`config.mk`:
```
export PLATFORM = sky130hd
export DESIGN_NAME = approx_add_arbiter
export DESIGN_NICKNAME = d
export VERILOG_FILES = /design/src/rtl/approx_add_arbiter.sv
export SDC_FILE = /design/constraint.sdc
export NUM_CORES = 1
export LEC_CHECK = 0
export ABC_AREA = 0
export CELL_PAD_IN_SITES_DETAIL_PLACEMENT = 1
export CELL_PAD_IN_SITES_GLOBAL_PLACEMENT = 2
export CORE_ASPECT_RATIO = 0.8
export CORE_UTILIZATION = 24
export DETAILED_ROUTE_END_ITERATION = 10
export GPL_TIMING_DRIVEN = 0
export PLACE_DENSITY_LB_ADDON = 0.3
export REMOVE_ABC_BUFFERS = 1
export SYNTH_ARGS = -nofsm -noshare
export SYNTH_HDL_FRONTEND = slang
export SYNTH_SLANG_ARGS = --single-unit
```
`constraint.sdc`:
```
create_clock -name clk -period 5.1 [get_ports clk]
set_input_delay 1.53 -clock clk [delete_from_list [all_inputs] [get_ports clk]]
set_output_delay 1.53 -clock clk [all_outputs]
set_load 0.05 [all_outputs]
```
`src/rtl/approx_add_arbiter.sv`:
```
// Round-robin sharing of one external 8-bit approximate adder among N_REQ requesters.
// Latency: accept -> rsp_valid after ADD_LAT+1 cycles; one operation per ADD_LAT+2 cycles at best.
// Backpressure: response held while rsp_ready=0, no new grant until it drains. Optional error monitor: ADD_ARB_ERRMON_EN.
module approx_add_arbiter #(
    parameter int N_REQ   = 4,
    parameter int ADD_LAT = 1,
    localparam int ID_W   = (N_REQ > 1) ? $clog2(N_REQ) : 1
) (
    input  logic                 clk,
    input  logic                 rst_n,
    input  logic [N_REQ-1:0]     req_valid,
    output logic [N_REQ-1:0]     req_ready,
    input  logic [8*N_REQ-1:0]   req_a,
    input  logic [8*N_REQ-1:0]   req_b,
    output logic [7:0]           add_a,
    output logic [7:0]           add_b,
    input  logic [8:0]           add_o,
    output logic                 rsp_valid,
    input  logic                 rsp_ready,
    output logic [8:0]           rsp_data,
    output logic [ID_W-1:0]      rsp_id,
`ifdef ADD_ARB_ERRMON_EN
    input  logic                 err_clr,
    output logic [8:0]           err_last,
    output logic [8:0]           err_max,
`endif
    output logic                 busy
);

    typedef enum logic [1:0] {IDLE, WAIT, RESP} state_t;

    state_t          state;
    logic [ID_W-1:0] rr_ptr;
    logic [ID_W-1:0] grant_id;
    logic [ID_W-1:0] gnt_idx;
    logic [ID_W-1:0] cand;
    logic            gnt_found;
    logic [1:0]      cnt;
    logic [7:0]      sel_a;
    logic [7:0]      sel_b;
    logic            capture;

    // Search starts just after the last winner so it drops to lowest priority.
    always_comb begin
        gnt_found = 1'b0;
        gnt_idx   = '0;
        cand      = '0;
        for (int k = 1; k <= N_REQ; k++) begin
            cand = ID_W'((int'(rr_ptr) + k) % N_REQ);
            if (!gnt_found && req_valid[cand]) begin
                gnt_found = 1'b1;
                gnt_idx   = cand;
            end
        end
    end

    always_comb begin
        sel_a = '0;
        sel_b = '0;
        for (int k = 0; k < N_REQ; k++) begin
            if (gnt_idx == ID_W'(k)) begin
                sel_a = req_a[8*k +: 8];
                sel_b = req_b[8*k +: 8];
            end
        end
    end

    always_comb begin
        req_ready = '0;
        if (state == IDLE && gnt_found)
            req_ready[gnt_idx] = 1'b1;
    end

    assign busy    = (state != IDLE);
    assign capture = (state == WAIT) && (cnt == 2'd0);

    always_ff @(posedge clk or negedge rst_n) begin
        if (!rst_n) begin
            state     <= IDLE;
            add_a     <= '0;
            add_b     <= '0;
            rsp_data  <= '0;
            rsp_id    <= '0;
            rsp_valid <= 1'b0;
            rr_ptr    <= ID_W'(N_REQ - 1);
            grant_id  <= '0;
            cnt       <= '0;
        end else begin
            case (state)
                IDLE: if (gnt_found) begin
                    add_a    <= sel_a;
                    add_b    <= sel_b;
                    rr_ptr   <= gnt_idx;
                    grant_id <= gnt_idx;
                    cnt      <= 2'(ADD_LAT - 1);
                    state    <= WAIT;
                end
                // add_o is sampled exactly ADD_LAT edges after the operand registers change.
                WAIT: if (cnt == 2'd0) begin
                    rsp_data  <= add_o;
                    rsp_id    <= grant_id;
                    rsp_valid <= 1'b1;
                    state     <= RESP;
                end else begin
                    cnt <= cnt - 2'd1;
                end
                RESP: if (rsp_ready) begin
                    rsp_valid <= 1'b0;
                    state     <= IDLE;
                end
                default: state <= IDLE;
            endcase
        end
    end

`ifdef ADD_ARB_ERRMON_EN
    logic [8:0] err_sum;
    logic [8:0] err_abs;

    assign err_sum = {1'b0, add_a} + {1'b0, add_b};
    assign err_abs = (err_sum >= add_o) ? (err_sum - add_o) : (add_o - err_sum);

    always_ff @(posedge clk or negedge rst_n) begin
        if (!rst_n) begin
            err_last <= '0;
            err_max  <= '0;
        end else if (err_clr) begin
            err_last <= '0;
            err_max  <= '0;
        end else if (capture) begin
            err_last <= err_abs;
            if (err_abs > err_max)
                err_max <= err_abs;
        end
    end
`endif

endmodule

```
Word-level counts from Yosys, hierarchy flattened

Index checks and enable logic that the tools add are counted.

Add/subtract/negate cells: 5
Multiplexer cells: 37
Equality and inequality tests: 9
Reduce and logical (&&, ||, !) cells: 19
Order comparisons: 6

Operators with widths:

| operator                                                          | count |
|---|---|
| two-way mux 8 bit                                                 | 8 |
| two-way mux 2 bit                                                 | 9 |
| < comparator 2 x 3 -> 1 bit, second input constant                | 5 |
| two-way mux 1 bit                                                 | 11 |
| AND reduction 3 bit                                               | 3 |
| binary-select mux 1 bit (select 2 bit)                            | 4 |
| == test 2 bit, second input constant                              | 3 |
| zero test 2 bit                                                   | 3 |
| inequality test 2 bit, second input constant                      | 3 |
| case mux 2 bit (3 select lines)                                   | 1 |
| nonzero test 2 bit                                                | 3 |
| logical AND 1 bit                                                 | 5 |
| adder 2 x 1 -> 2 bit, second input constant                       | 2 |
| adder 2 bit, second input constant                                | 2 |
| == test 2 x 1 -> 1 bit, second input constant                     | 2 |
| two-way mux 4 bit                                                 | 1 |
| case mux 2 bit (2 select lines)                                   | 1 |
| AND reduction 2 bit                                               | 2 |
| zero test 1 bit                                                   | 3 |
| demux 1 bit (select 2 bit)                                        | 1 |
| greater-or-equal comparator 2 x 1 -> 1 bit, second input constant | 1 |
| inequality test 2 x 1 -> 1 bit, second input constant             | 1 |
| case mux 1 bit (2 select lines)                                   | 1 |
| subtractor 2 x 1 -> 2 bit, second input constant                  | 1 |

Output and inout port bits: 33
Bits in registers: 36
Logic and storage cells: 85

Depth between registers and ports, before layout

Word-level depth: 18
Mapped depth: 7
Mapped depth without buffers: 5

Worst setup path after synthesis

OpenSTA, ideal clock, no wires.

Path kind: input to output
Start point: input req_valid[0]
End point: output req_ready[2]
Buffers on the path: 2
Path slack: 455 ps
Data required time: 3,570 ps
Stages on the path: 7
Arrival: 3,115 ps
Cell sequence: o21ai_1 -> a21oi_2 -> nor3_1 -> buf_4 -> buf_6 -> nand2_1 -> nor2_1

Longest elaborated chain between the ends: 17
Elaborated cells between the ends (all ways): 29
Classes of those cells: order compare (2); mux (19); reduce/logical (8)

RTL lines:

| item                                                                                                                   | RTL line | text |
|---|---|---|
| from (decl)                                                                                                            | 11       | `input logic [N_REQ-1:0] req_valid,` |
| binary-select mux 1 bit (select 2 bit)                                                                                 | 50       | `if (!gnt_found && req_valid[cand]) begin` |
| two-way mux 1 bit (not written as such)                                                                                | 50       |  |
| two-way mux 1 bit                                                                                                      | 50       |  |
| zero test 1 bit                                                                                                        | 50       |  |
| logical AND 1 bit                                                                                                      | 50       |  |
| two-way mux 1 bit                                                                                                      | 50       |  |
| zero test 1 bit                                                                                                        | 50       |  |
| logical AND 1 bit                                                                                                      | 50       |  |
| two-way mux 1 bit                                                                                                      | 50       |  |
| zero test 1 bit                                                                                                        | 50       |  |
| logical AND 1 bit                                                                                                      | 50       |  |
| two-way mux 2 bit                                                                                                      | 50       |  |
| < comparator 2 x 3 -> 1 bit (not written as such) / greater-or-equal comparator 2 x 1 -> 1 bit (equally long branches) | 71       | `req_ready[gnt_idx] = 1'b1;` |
| logical AND 1 bit (not written as such)                                                                                | 71       |  |
| two-way mux 1 bit (not written as such)                                                                                | 71       |  |
| demux 1 bit (select 2 bit)                                                                                             | 71       |  |
| two-way mux 4 bit (*)                                                                                                  | 70       | `if (state == IDLE && gnt_found)` |
| to (decl)                                                                                                              | 12       | `output logic [N_REQ-1:0] req_ready,` |

Every way passes the cells marked *; elsewhere a longest branch is shown, timed or not. The select of a mux whose other input is x is not followed.

Final worst setup path

Start point: input req_valid[1]
End point: output req_ready[2]

Same word-level chain as after synthesis.

==> key figures <==
Floorplanning
  – Core area: roughly 0.0085 mm^2
  – Initial Util: between 20% and 30%
  – Die W: ~110 um
  – Die height: ~86 um
  – Ports: approximately 110
  – Die area: just over 0.009 mm^2
  – Num rows: 30

Placement
  – Dpl cells: 424
  – Dpl hpwl: roughly 5.2 mm
  – Last weighted congestion value of the routability-driven placer: ~0.74
  – PortBufs: ~110

Power
  – Power Internal: 0.00110 W
  – Peak supply drop: ~0.26 mV
  – Leak Pwr: about 1.4 nW
  – Share of total power in sequential cells: a little under a quarter
  – Clock share of power: 10.0%
  – Switching Share: between 50% and 60%
  – Combinational power share: roughly two thirds
  – Switching power: ~0.0011 W
  – Power density over the cells: 637 mW/mm^2

Synth
  – Syn_area_per_cell: roughly 10 um^2
  – Yosys warns: 0
  – Top-area cell type share of the netlist area: approximately two fifths
  – Sequential share of the synthesized area: 42.5%
  – Netlist cell types: 36
  – Top post-synthesis cells by area: dfrtp_1 40%, a211oi_2 11%, mux2i_1 8.0%, mux2_2 5.8%, a211oi_1 4.9%
  – Leading area contributor after synthesis: dfrtp_1
  – Post-synthesis cell count: roughly 210
  – Synthesized flop and latch total: 36
  – Syn Std Cell Area: between 0.002 and 0.0025 mm^2

CTS
  – Clock root buffer: clkbuf_8
  – # clock sinks: 36
  – H-tree depth: 2
  – Reg clk slew, reported paths: roughly 0.09 ns
  – TritonCTS clock tree: yes
  – CTS buffer count: 5
  – Clk_lat worst skew: around 0.29 ns
  – CTS Hold Buffers Added: 0
  – Max clock buf depth: 2

Critical path
  – R2R Path End: add_b[7]$_DFFE_PN0N_
  – Worst Path Required: roughly 3.6 ns
  – Reg-to-reg startpoint: rr_ptr[1]$_DFFE_PN1N_
  – CP peak stage delay: about 0.56 ns
  – Cells along the critical path: clkdlybuf4s50_1 -> nand2b_1 -> a21oi_4 -> nor3_4 -> nand2_1 -> nor2_1 -> clkdlybuf4s15_2
  – Critical path class: primary input to output port
  – Worst path top cell family by delay: buffers and inverters
  – Worst Path Buf+Inv: 2
  – Worst Path Arrival: about 3.4 ns
  – Crit end category: output port
  – Critical path depth: 7
  – Worst path slowest cell: clkdlybuf4s50_1
  – Cells on worst reg2reg path: 5
  – Worst-path maximum fanout: 7
  – CP startpoint kind: primary input
  – R2R Setup Slk: roughly 2.6 ns

STA
  – TNS Setup: 0 ns
  – Skew final: between 0.007 and 0.008 ns
  – Worst rel slew slack: 30.0%
  – Fin. max-slew vios: 0
  – Final hold vios: 0
  – Least-Margin Pin Slew: approximately 1.0 ns
  – RSZ-0062 raised after global routing: false
  – Final setup fails: 0
  – Final period util: a little over nine tenths
  – FMAX: between 0.2 and 0.25 GHz
  – Fin crit period: roughly 5.0 ns

Drt
  – DRC viols: 0
  – WL per Instance: 16.9 um
  – Wirelength, routed: 7.42 mm
  – Initial detailed-routing violation count: 19
  – Vias per Instance: between 4 and 5
  – Number of detailed-route iterations in the first pass: 4
  – Via count: 2070
  – Final ANT Viol Nets: 0

Finish
  – # nets final: ~410
  – Fin util: 41.4%
  – Fillcell total: slightly below 1000
  – Antenna cells: 0
  – Commonest non-fill, non-tap cell in the layout: clkdlybuf4s50_1
  – Most frequent cells in the layout: 106 x clkdlybuf4s50_1, 34 x dfrtp_1, 24 x nor2_1, 21 x nand2_1
  – Layout cell share with drive strength beyond 1: roughly 19%
  – Multi-input gate area: approximately 0.0012 mm^2
  – Reg area: 903 um^2
  – Area delta synth->final: 65.7%
  – Non-Filler Instances: approximately 440

Global route
  – Initial antenna violation count: 0
  – Largest net degree at the start of global routing: 37
  – Grt ovf: 0
  – First-pass GRT wire length: 12.0 mm
  – GR Util All Layers: between 15 and 20%
  – Vias in the first global route: 2302

Worst hold path
  – Worst hold path class: register to register
  – Worst hold path depth: 2
  – Hold Crit Start: grant_id[0]$_DFFE_PN0N_
  – Hold EP: grant_id[0]$_DFFE_PN0N_

Status
  – Status: finished clean

Job
  – Max-cap violations: 0
-- synthesized netlist by cell type (all sizes together) --
library cell and n:
nand3 1, mux2 11, a21bo 1, or3 1, ha 1, nand2b 3
nor2 25, dfrtp 34, nand3b 1, and3 1, a211oi 32, clkbuf 7
nand2 21, o21ai 8, mux2i 17, or2 2, dfstp 2, nor4 1
a21oi 7, a21o 1, nor3 20, or3b 1, inv 5, buf 7
o22ai 1, nor3b 1
-- cell families (layout without fill, tap and decap cells) --
logic type / after synthesis / in the layout / synth area share [%]
DFF: 36 / 36 / 42.5
and+or+nand+nor: 78 / 79 / 17.5
AOI/OAI and AO/OA: 50 / 50 / 20.7
muxes: 28 / 28 / 13.8
adders and majority gates: 1 / 1 / 0.588
buffers and inverters: 19 / 133 / 4.89
-- registers in the layout, indices dropped and copies added (netlist names) --
signal and flops:
add_a 8, add_b 8, cnt 2, grant_id 2, rr_ptr 2, rsp_data 9, rsp_id 2, rsp_valid 1
state 2
-- worst min-delay path, delay by kind of cell (launching register included) --
| family | cells | cell delay [ns] |
|---|---|---|
| flops | 1 | 0.35 |
| simple gates | 2 | 0.12 |
-- cell type report --
| cell class | instances | area share [%] |
|---|---|---|
| Tap cell | 112 | 3.98 |
| Clock buffer | 6 | 2.34 |
| Timing Repair Buffer | 120 | 33.4 |
| Multi-Input combinational cell | 158 | 33.7 |
| Sequential cell | 36 | 25.6 |
| Clock inverter | 2 | 0.426 |
| Inverter | 5 | 0.533 |
-- per-stage QoR --
| step | cell area, um^2 | hold slack (ns) | worst slack (ns) | total power [W] |
|---|---|---|---|---|
| finish | 3520 | 0.498 | 0.144 | 0.00225 |
| global route | 3520 | 0.532 | 0.0125 | 0.00239 |
| CTS | 3510 | 0.506 | -0.0396 | 0.00227 |
| detailed placement | 3320 | 0.487 | -1.35 | 0.00199 |
| global placement | 3300 | 0.484 | -3.29 | 0.00196 |
| floorplan | 2040 | 0.462 | -1.09 | 0.00148 |
-- how the worst max path moves through the flow --
| stage | start | end | slack, ns |
|---|---|---|---|
| after floorplan | req_valid[0] | req_ready[2] | -1.09 |
| after global placement | req_valid[1] | req_ready[3] | -3.29 |
| after detailed placement | req_valid[3] | req_ready[0] | -1.35 |
| after CTS | req_valid[0] | req_ready[0] | -0.04 |
| after global routing | req_valid[1] | req_ready[2] | 0.01 |
| final | req_valid[1] | req_ready[2] | 0.14 |
-- power groups by stage --
stage / Sequential [W] / Combinational [W] / Clock, W
floorplan: 0.000906 / 0.000578 / 0
global placement: 0.000527 / 0.00144 / 0
detailed placement: 0.000529 / 0.00146 / 0
CTS: 0.000528 / 0.00151 / 0.000232
global route: 0.000550 / 0.00159 / 0.000241
finish: 0.000527 / 0.00149 / 0.000225
-- layer usage --
metal  vias up  wire length, um  track usage (%)
li1        996                -                -
met1      1018             3450             22.3
met2        51             3610             29.4
met3         5              307             2.86
met4         0               57             3.74
met5         -                0                0
-- what timing repair did --
item / CTS / global route
gates cloned: 1 / 0
resized for setup: 21 / 2
pin swaps: 4 / 2
endpoints found under the setup margin: 4 / 3
setup buffers: 4 / 2
Power figures use the tool's default switching activity.
